File: src/rtl/hazard_tag_pipe_pkg.sv
// hazard_tag_pipe_pkg: shared tag bundle, bubble constant and Tnew saturating decrement
package hazard_tag_pipe_pkg;
  localparam int REG_W = 5;
  localparam int TNEW_W = 2;
  typedef struct packed {
    logic [REG_W-1:0]  a1;
    logic [REG_W-1:0]  a2;
    logic [REG_W-1:0]  a3;
    logic              w;
    logic [TNEW_W-1:0] tnew;
  } tag_t;
  localparam tag_t TAG_BUBBLE = '0;
  function automatic logic [TNEW_W-1:0] sat_dec(input logic [TNEW_W-1:0] x);
    return (x == '0) ? '0 : x - 1'b1;
  endfunction
endpackage

File: src/rtl/hazard_tag_pipe_tag_stage_reg.sv
// tag_stage_reg: one pipeline stage of hazard tags with load, bubble and Tnew-decrement controls
module tag_stage_reg
  import hazard_tag_pipe_pkg::*;
(
  input  logic clk,
  input  logic reset,
  input  logic load_i,
  input  logic bubble_i,
  input  logic dec_i,
  input  tag_t tag_i,
  output tag_t tag_o
);
  tag_t tag_d, tag_q;
  logic wr_en;
  always_comb begin
    wr_en = tag_i.w && (tag_i.a3 != '0);
    tag_d = !load_i ? tag_q : bubble_i ? TAG_BUBBLE : '{
      a1:   tag_i.a1,
      a2:   tag_i.a2,
      a3:   wr_en ? tag_i.a3 : '0,
      w:    wr_en,
      tnew: dec_i ? sat_dec(tag_i.tnew) : tag_i.tnew
    };
  end
  always_ff @(posedge clk)
    tag_q <= reset ? TAG_BUBBLE : tag_d;
  assign tag_o = tag_q;
endmodule

File: src/rtl/hazard_tag_pipe.sv
// hazard_tag_pipe: carries register tags, write-enable and Tnew through E/M/W and counts stall cycles
module hazard_tag_pipe #(
  parameter int REG_W  = 5,
  parameter int TNEW_W = 2,
  parameter int CNT_W  = 32
) (
  input  logic              clk,
  input  logic              reset,
  input  logic [REG_W-1:0]  D_A1,
  input  logic [REG_W-1:0]  D_A2,
  input  logic [REG_W-1:0]  D_A3,
  input  logic              D_W,
  input  logic [TNEW_W-1:0] D_tnew,
  input  logic              stall,
  output logic [REG_W-1:0]  E_A1,
  output logic [REG_W-1:0]  E_A2,
  output logic [REG_W-1:0]  M_A2,
  output logic [REG_W-1:0]  A3_E,
  output logic [REG_W-1:0]  A3_M,
  output logic [REG_W-1:0]  A3_W,
  output logic [TNEW_W-1:0] tnew_e,
  output logic [TNEW_W-1:0] tnew_m,
  output logic              E_W,
  output logic              M_W,
  output logic              W_W,
  output logic [CNT_W-1:0]  stall_cnt
);
  import hazard_tag_pipe_pkg::*;
  tag_t d_tag, e_q, m_q, w_q;
  logic [CNT_W-1:0] stall_cnt_q;
  logic unused_bits;
  assign d_tag = '{a1: D_A1, a2: D_A2, a3: D_A3, w: D_W, tnew: D_tnew};
  tag_stage_reg u_e (
    .clk(clk), .reset(reset), .load_i(1'b1), .bubble_i(stall), .dec_i(1'b0),
    .tag_i(d_tag), .tag_o(e_q)
  );
  tag_stage_reg u_m (
    .clk(clk), .reset(reset), .load_i(1'b1), .bubble_i(1'b0), .dec_i(1'b1),
    .tag_i(e_q), .tag_o(m_q)
  );
  tag_stage_reg u_w (
    .clk(clk), .reset(reset), .load_i(1'b1), .bubble_i(1'b0), .dec_i(1'b0),
    .tag_i(m_q), .tag_o(w_q)
  );
  always_ff @(posedge clk)
    stall_cnt_q <= reset ? '0 : (stall && !(&stall_cnt_q)) ? stall_cnt_q + 1'b1 : stall_cnt_q;
  assign E_A1      = e_q.a1;
  assign E_A2      = e_q.a2;
  assign A3_E      = e_q.a3;
  assign E_W       = e_q.w;
  assign tnew_e    = e_q.tnew;
  assign M_A2      = m_q.a2;
  assign A3_M      = m_q.a3;
  assign M_W       = m_q.w;
  assign tnew_m    = m_q.tnew;
  assign A3_W      = w_q.a3;
  assign W_W       = w_q.w;
  assign stall_cnt = stall_cnt_q;
  assign unused_bits = ^{m_q.a1, w_q.a1, w_q.a2, w_q.tnew};
endmodule
File: config.mk
export PLATFORM = sky130hd
export DESIGN_NAME = hazard_tag_pipe
export DESIGN_NICKNAME = d
export VERILOG_FILES = /design/src/rtl/hazard_tag_pipe_pkg.sv /design/src/rtl/hazard_tag_pipe_tag_stage_reg.sv /design/src/rtl/hazard_tag_pipe.sv
export SDC_FILE = /design/constraint.sdc
export NUM_CORES = 1
export LEC_CHECK = 0
export CAP_MARGIN = 25
export CORE_ASPECT_RATIO = 0.8
export CORE_UTILIZATION = 29
export CTS_BUF_LIST = sky130_fd_sc_hd__clkbuf_16
export CTS_CLUSTER_DIAMETER = 60
export CTS_CLUSTER_SIZE = 16
export DETAILED_ROUTE_END_ITERATION = 12
export SETUP_SLACK_MARGIN = 0.02
export SYNTH_ARGS = -nofsm -noshare
export SYNTH_HDL_FRONTEND = slang
export SYNTH_SLANG_ARGS = --single-unit
File: constraint.sdc
create_clock -name clk -period 2.3 [get_ports clk]
set_clock_uncertainty 0.1 [all_clocks]
set_input_delay 0.345 -clock clk [delete_from_list [all_inputs] [get_ports clk]]
set_output_delay 0.345 -clock clk [all_outputs]
set_load 0.01 [all_outputs]
### After elaboration in Yosys (flattened, before gate mapping)

Cells that the tools add are included.

| operators by class | value |
|---|---|
| add/sub/neg operators | 2 |
| multipliers | 0 |
| div/mod/pow operators | 0 |
| magnitude comparators | 0 |
| equal/unequal tests | 0 |
| shift operators | 0 |
| muxes and demuxes | 0 |
| bitwise gates (word level) | 3 |
| reduce and logical (&&, ||, !) cells | 15 |

Operator list:

| operator | count |
|---|---|
| 32-bit by 1-bit adder with 32-bit output, second input constant | 1 |
| 32-bit AND reduction | 1 |
| 5-bit nonzero test | 3 |
| 2-bit OR reduction | 4 |
| 1-bit logical AND | 4 |
| 1-bit inverter | 3 |
| 3-bit OR reduction | 1 |
| 2-bit zero test | 1 |
| 2-bit by 1-bit subtractor with 2-bit output, second input constant | 1 |
| 1-bit zero test | 1 |

| word-level totals | value |
|---|---|
| bits in registers | 69 |
| bits in latches | 0 |
| bits in writable memories | 0 |
| bits in read-only memories | 0 |
| bits of input ports | 21 |
| output and inout bits | 69 |
| logic and storage cells | 32 |
| memories kept | 0 |

### Depth between registers and ports, before layout

| logic depth | value |
|---|---|
| depth after elaboration | 4 |
| depth in mapped cells | 7 |
| mapped depth without buffers | 6 |

### Modules after synthesis

Synthesis repeated with hierarchy kept, for this count alone.

| second synthesis, totals | value |
|---|---|
| cell total of the unflattened synthesis | 415 |
| area total of the unflattened synthesis | 3729.8 um^2 |

By module, submodules not included:

| module | instances | cells an instance | area an instance (um^2) | sequential area each (um^2) |
|---|---|---|---|---|
| tag_stage_reg | 3 | 74 | 666.9 | 360.3 |
| hazard_tag_pipe | 1 | 193 | 1729.2 | 640.6 |

### Least setup slack after synthesis

No wires, ideal clock.

| timing path | value |
|---|---|
| path type | reg-to-reg |
| start | register stall_cnt_q[0] (netlist: stall_cnt[0]) |
| end | register stall_cnt_q[25] (netlist: stall_cnt[25]) |
| library setup time | 0.123 ns |
| arrival time | 1.903 ns |
| data required time | 2.077 ns |
| path slack | 0.174 ns |
| stages on the path, launching flop included | 8 |
| path buffers | 1 |
| clock period less this slack | 2.126 ns |
| cells stage by stage | dfxtp_1 ha_1 nand3_1 nor3_1 a31oi_2 buf_2 nand4_1 mux2_1 |

| between the ends | value |
|---|---|
| longest elaborated chain between the ends | 3 |
| elaborated cells between the ends (all ways) | 4 |
| those cells by class | add/sub: 1; reduce/logical: 3 |

Ends and longest elaborated chain:

| element | line | source |
|---|---|---|
| from (decl) | hazard_tag_pipe.sv:30 | `logic [CNT_W-1:0] stall_cnt_q;` |
| from (signal assigned) | hazard_tag_pipe.sv:46 | `stall_cnt_q <= reset ? '0 : (stall && !(&stall_cnt_q)) ? stall_cnt_q + 1'b1 : stall_cnt_q;` |
| branches (longest 3 deep; another with 32-bit by 1-bit adder with 32-bit output) | -- |  |

Parallel ways; which one is timed is not known.
A chain may end at the register's enable or synchronous reset.

### Worst setup path in the final report

| timing path | value |
|---|---|
| start | register stall_cnt_q[13] (netlist: stall_cnt[13]) |
| end | register stall_cnt_q[15] (netlist: stall_cnt[15]) |

Same word-level chain as after synthesis.

==> results.toml <==
[synthesis]
ys_ff_latch = 69
synth_area_leaders = "dfxtp_1 49%, and2_1 5.2%, nor2_1 4.4%"
syn_area_um2 = 2790
synth_top_area_frac = 0.494
yosys_warnings = 0
synth_top_cell_by_area = "dfxtp_1"
synth_most_common_cell = "dfxtp_1"
synth_fp_nets = 316
synth_edf_count = 0
ys_types = 43
synth_cells = 293
synth_flop_cell = "dfxtp_1"
synthArstFlopShare = 0
ys_seq_area_frac = 0.494
syn_area_per_cell_um2 = 9.54
ys_top_cells_by_count = "69 x dfxtp_1, 33 x nor2_1, 23 x and2_1"

[grt]
grt_max_degree = 25
grt_pass1_wl_mm = 11.8
grt_pass1_vias = 2467
grt.total_usage = 0.149
antenna_found_initial = 0
gr-total-overflow = 0

[timing]
post-route-period-util = 0.914
tightest_slew_ps = 510
slew-limit-headroom = 0.657
final-setup-viol-count = 0
grt_setup_unrepaired = "false"
whs_ps = 265
min_period_ps = 2100
fmax_ghz = 0.475
slew_viol_final = 0
hold_viol = 0

[flow_run]
cap_violations = 0

[routing]
wl_per_cell_um = 13.5
drc_errors = 3
via_per_inst = 4.69
drtPass1Iterations = 8
routed_wl_mm = 7.20
final_antenna_net_count = 0
drt_iter0_markers = 82
vias = 2494

[clock_network]
clkLatencyLatePin_ps = 330
post_cts_buffers = 0
numCtsBuffers = 9
htreeDepth = 3
hold_buffers = 0
cts_tree = "yes"
clk_pin_slew_worst_paths_ps = 60
cts-root-buf = "clkbuf_16"
cts.path.max_buffers = 2
cts_resized = 0
cts_sinks = 69

[floorplan]
dieHeight_um = 89.8
rows = 31
num_io_pins = 90
fp.dieArea_um2 = 10000
die_x_um = 112
initial_core_util = 0.304
core-area_um2 = 9190

[critical_path]
crit_type = "reg -> reg"
worstPathArrival_ps = 2210
path_cells = "nand4_4, nor4_4, a31oi_2, buf_4, and4b_1, mux2_4"
r2r-end = "stall_cnt[15]"
reg2reg_from = "stall_cnt[13]"
cp.required_ps = 2410
crit_slowest_cell = "dfxtp_1"
critPathTopFamily = "simple AND/OR/NAND/NOR gates"
crit_cells = 6
crit_path_start = "stall_cnt[13]"
cp_max_fo = 9
max_stage_delay_ps = 440
crit_path_end = "stall_cnt[15]"
rr_worst_depth = 6
cp-start-kind = "register"
endpoint_kind = "register"
cp_num_buf_inv = 1
regToRegSetupSlack_ps = 200

[layout]
nets = 435
design_area_um2 = 4300
syn_to_final_growth_pct = 53.7
n_antenna_cell = 0
layout-drive-gt1-share = 0.139

[pwr]
p_clk_frac = 0.494
cellPowerDensity_nw_per_um2 = 635
leakagePower_nw = 1.66
swShare = 0.216
power_frac_comb = 0.058
seqPwrFrac = 0.449
ir_drop_v = 0.000485
intPower_mw = 2.14
p_switching_mw = 0.589

[hold_path]
hold_depth = 2
min_path_type = "in -> reg"

[placed_design]
globalplace.congestion = 0.773
placed_area_um2 = 4000
io_buffers = 89
hpwlAfterDp_mm = 5.41

[outcome]
outcome = "finished, violations left"
violations = "design-rule violations"
flip-flops by register name (all words and copies together), names as in the netlist:
register / flops
u_e.tag_o: 18
stall_cnt: 32
u_w.tag_o: 6
u_m.tag_o: 13
layout make-up:
| cell class | instances | area [um2] |
|---|---|---|
| repair buffers | 119 | 1110 |
| well taps | 115 | 144 |
| multi-input cells | 207 | 1350 |
| inverters | 6 | 22.5 |
| fillers | 888 | 4900 |
| flip-flops and latches | 69 | 1380 |
| clock buffers | 9 | 225 |
| clock inverters | 7 | 66.3 |
stage by stage:
| step | TNS, ps | setup WS (ps) | total power, mW | cells | util |
|---|---|---|---|---|---|
| 6_report | 0 | 197 | 2.73 | 532 | 0.467 |
| 4_1_cts | 0 | 163 | 2.77 | 531 | 0.466 |
| 2_1_floorplan | 0 | 174 | 1.31 | 293 | - |
| 3_3_place_gp | -103 | -55.0 | 1.41 | 515 | 0.435 |
| 5_1_grt | 0 | 49.9 | 2.83 | 532 | 0.467 |
| 3_5_place_dp | -294 | -80.5 | 1.41 | 515 | 0.435 |
worst min path at each step:
stage	startpoint	end	slack [ps]
final	reset	stall_cnt[4]	260
after detailed placement	u_e.tag_o[0]	u_m.tag_o[0]	350
after global routing	reset	stall_cnt[4]	270
after floorplan	D_W	u_e.tag_o[2]	360
after CTS	reset	stall_cnt[4]	250
after global placement	u_e.tag_o[0]	u_m.tag_o[0]	330
logic make-up (layout without fill, tap and decap cells):
logic type,after synthesis,in the layout,synth area share
compound gates,36,36,0.0864
xor+xnor,9,9,0.0282
fa+ha+maj,2,2,0.00896
buf+inv,17,141,0.0242
flops,69,69,0.494
mux,8,8,0.0331
simple gates,152,152,0.325
layout by cell type (no fill, tap or decap), types with 6 or more instances in the layout:
cell / count
nand4_1: 14
buf_4: 30
nor3_1: 8
and2_1: 23
nor2b_1: 14
xnor2_1: 9
nor2_1: 33
dfxtp_1: 69
clkdlybuf4s50_1: 88
nand2_1: 14
mux2_1: 6
clkbuf_16: 9
and3_1: 11
a21oi_1: 14
inv_1: 7
layer usage:
layer,track usage,up-vias,part of all wire,routed length [um]
met5,0,-,0,0
met3,0.0789,2,0.091,653
met2,0.227,67,0.44,3190
li1,-,1279,-,-
met4,0.0372,0,0.0019,14
met1,0.183,1146,0.46,3340
power groups by stage:
stage	registers [mW]	clock network, mW	logic (mW)
final	1.22	1.35	0.157
after global routing	1.23	1.43	0.169
after detailed placement	1.25	0	0.158
after global placement	1.25	0	0.156
after floorplan	1.26	0	0.0465
after CTS	1.22	1.39	0.159
No activity file was read; power rests on OpenSTA's default activity.
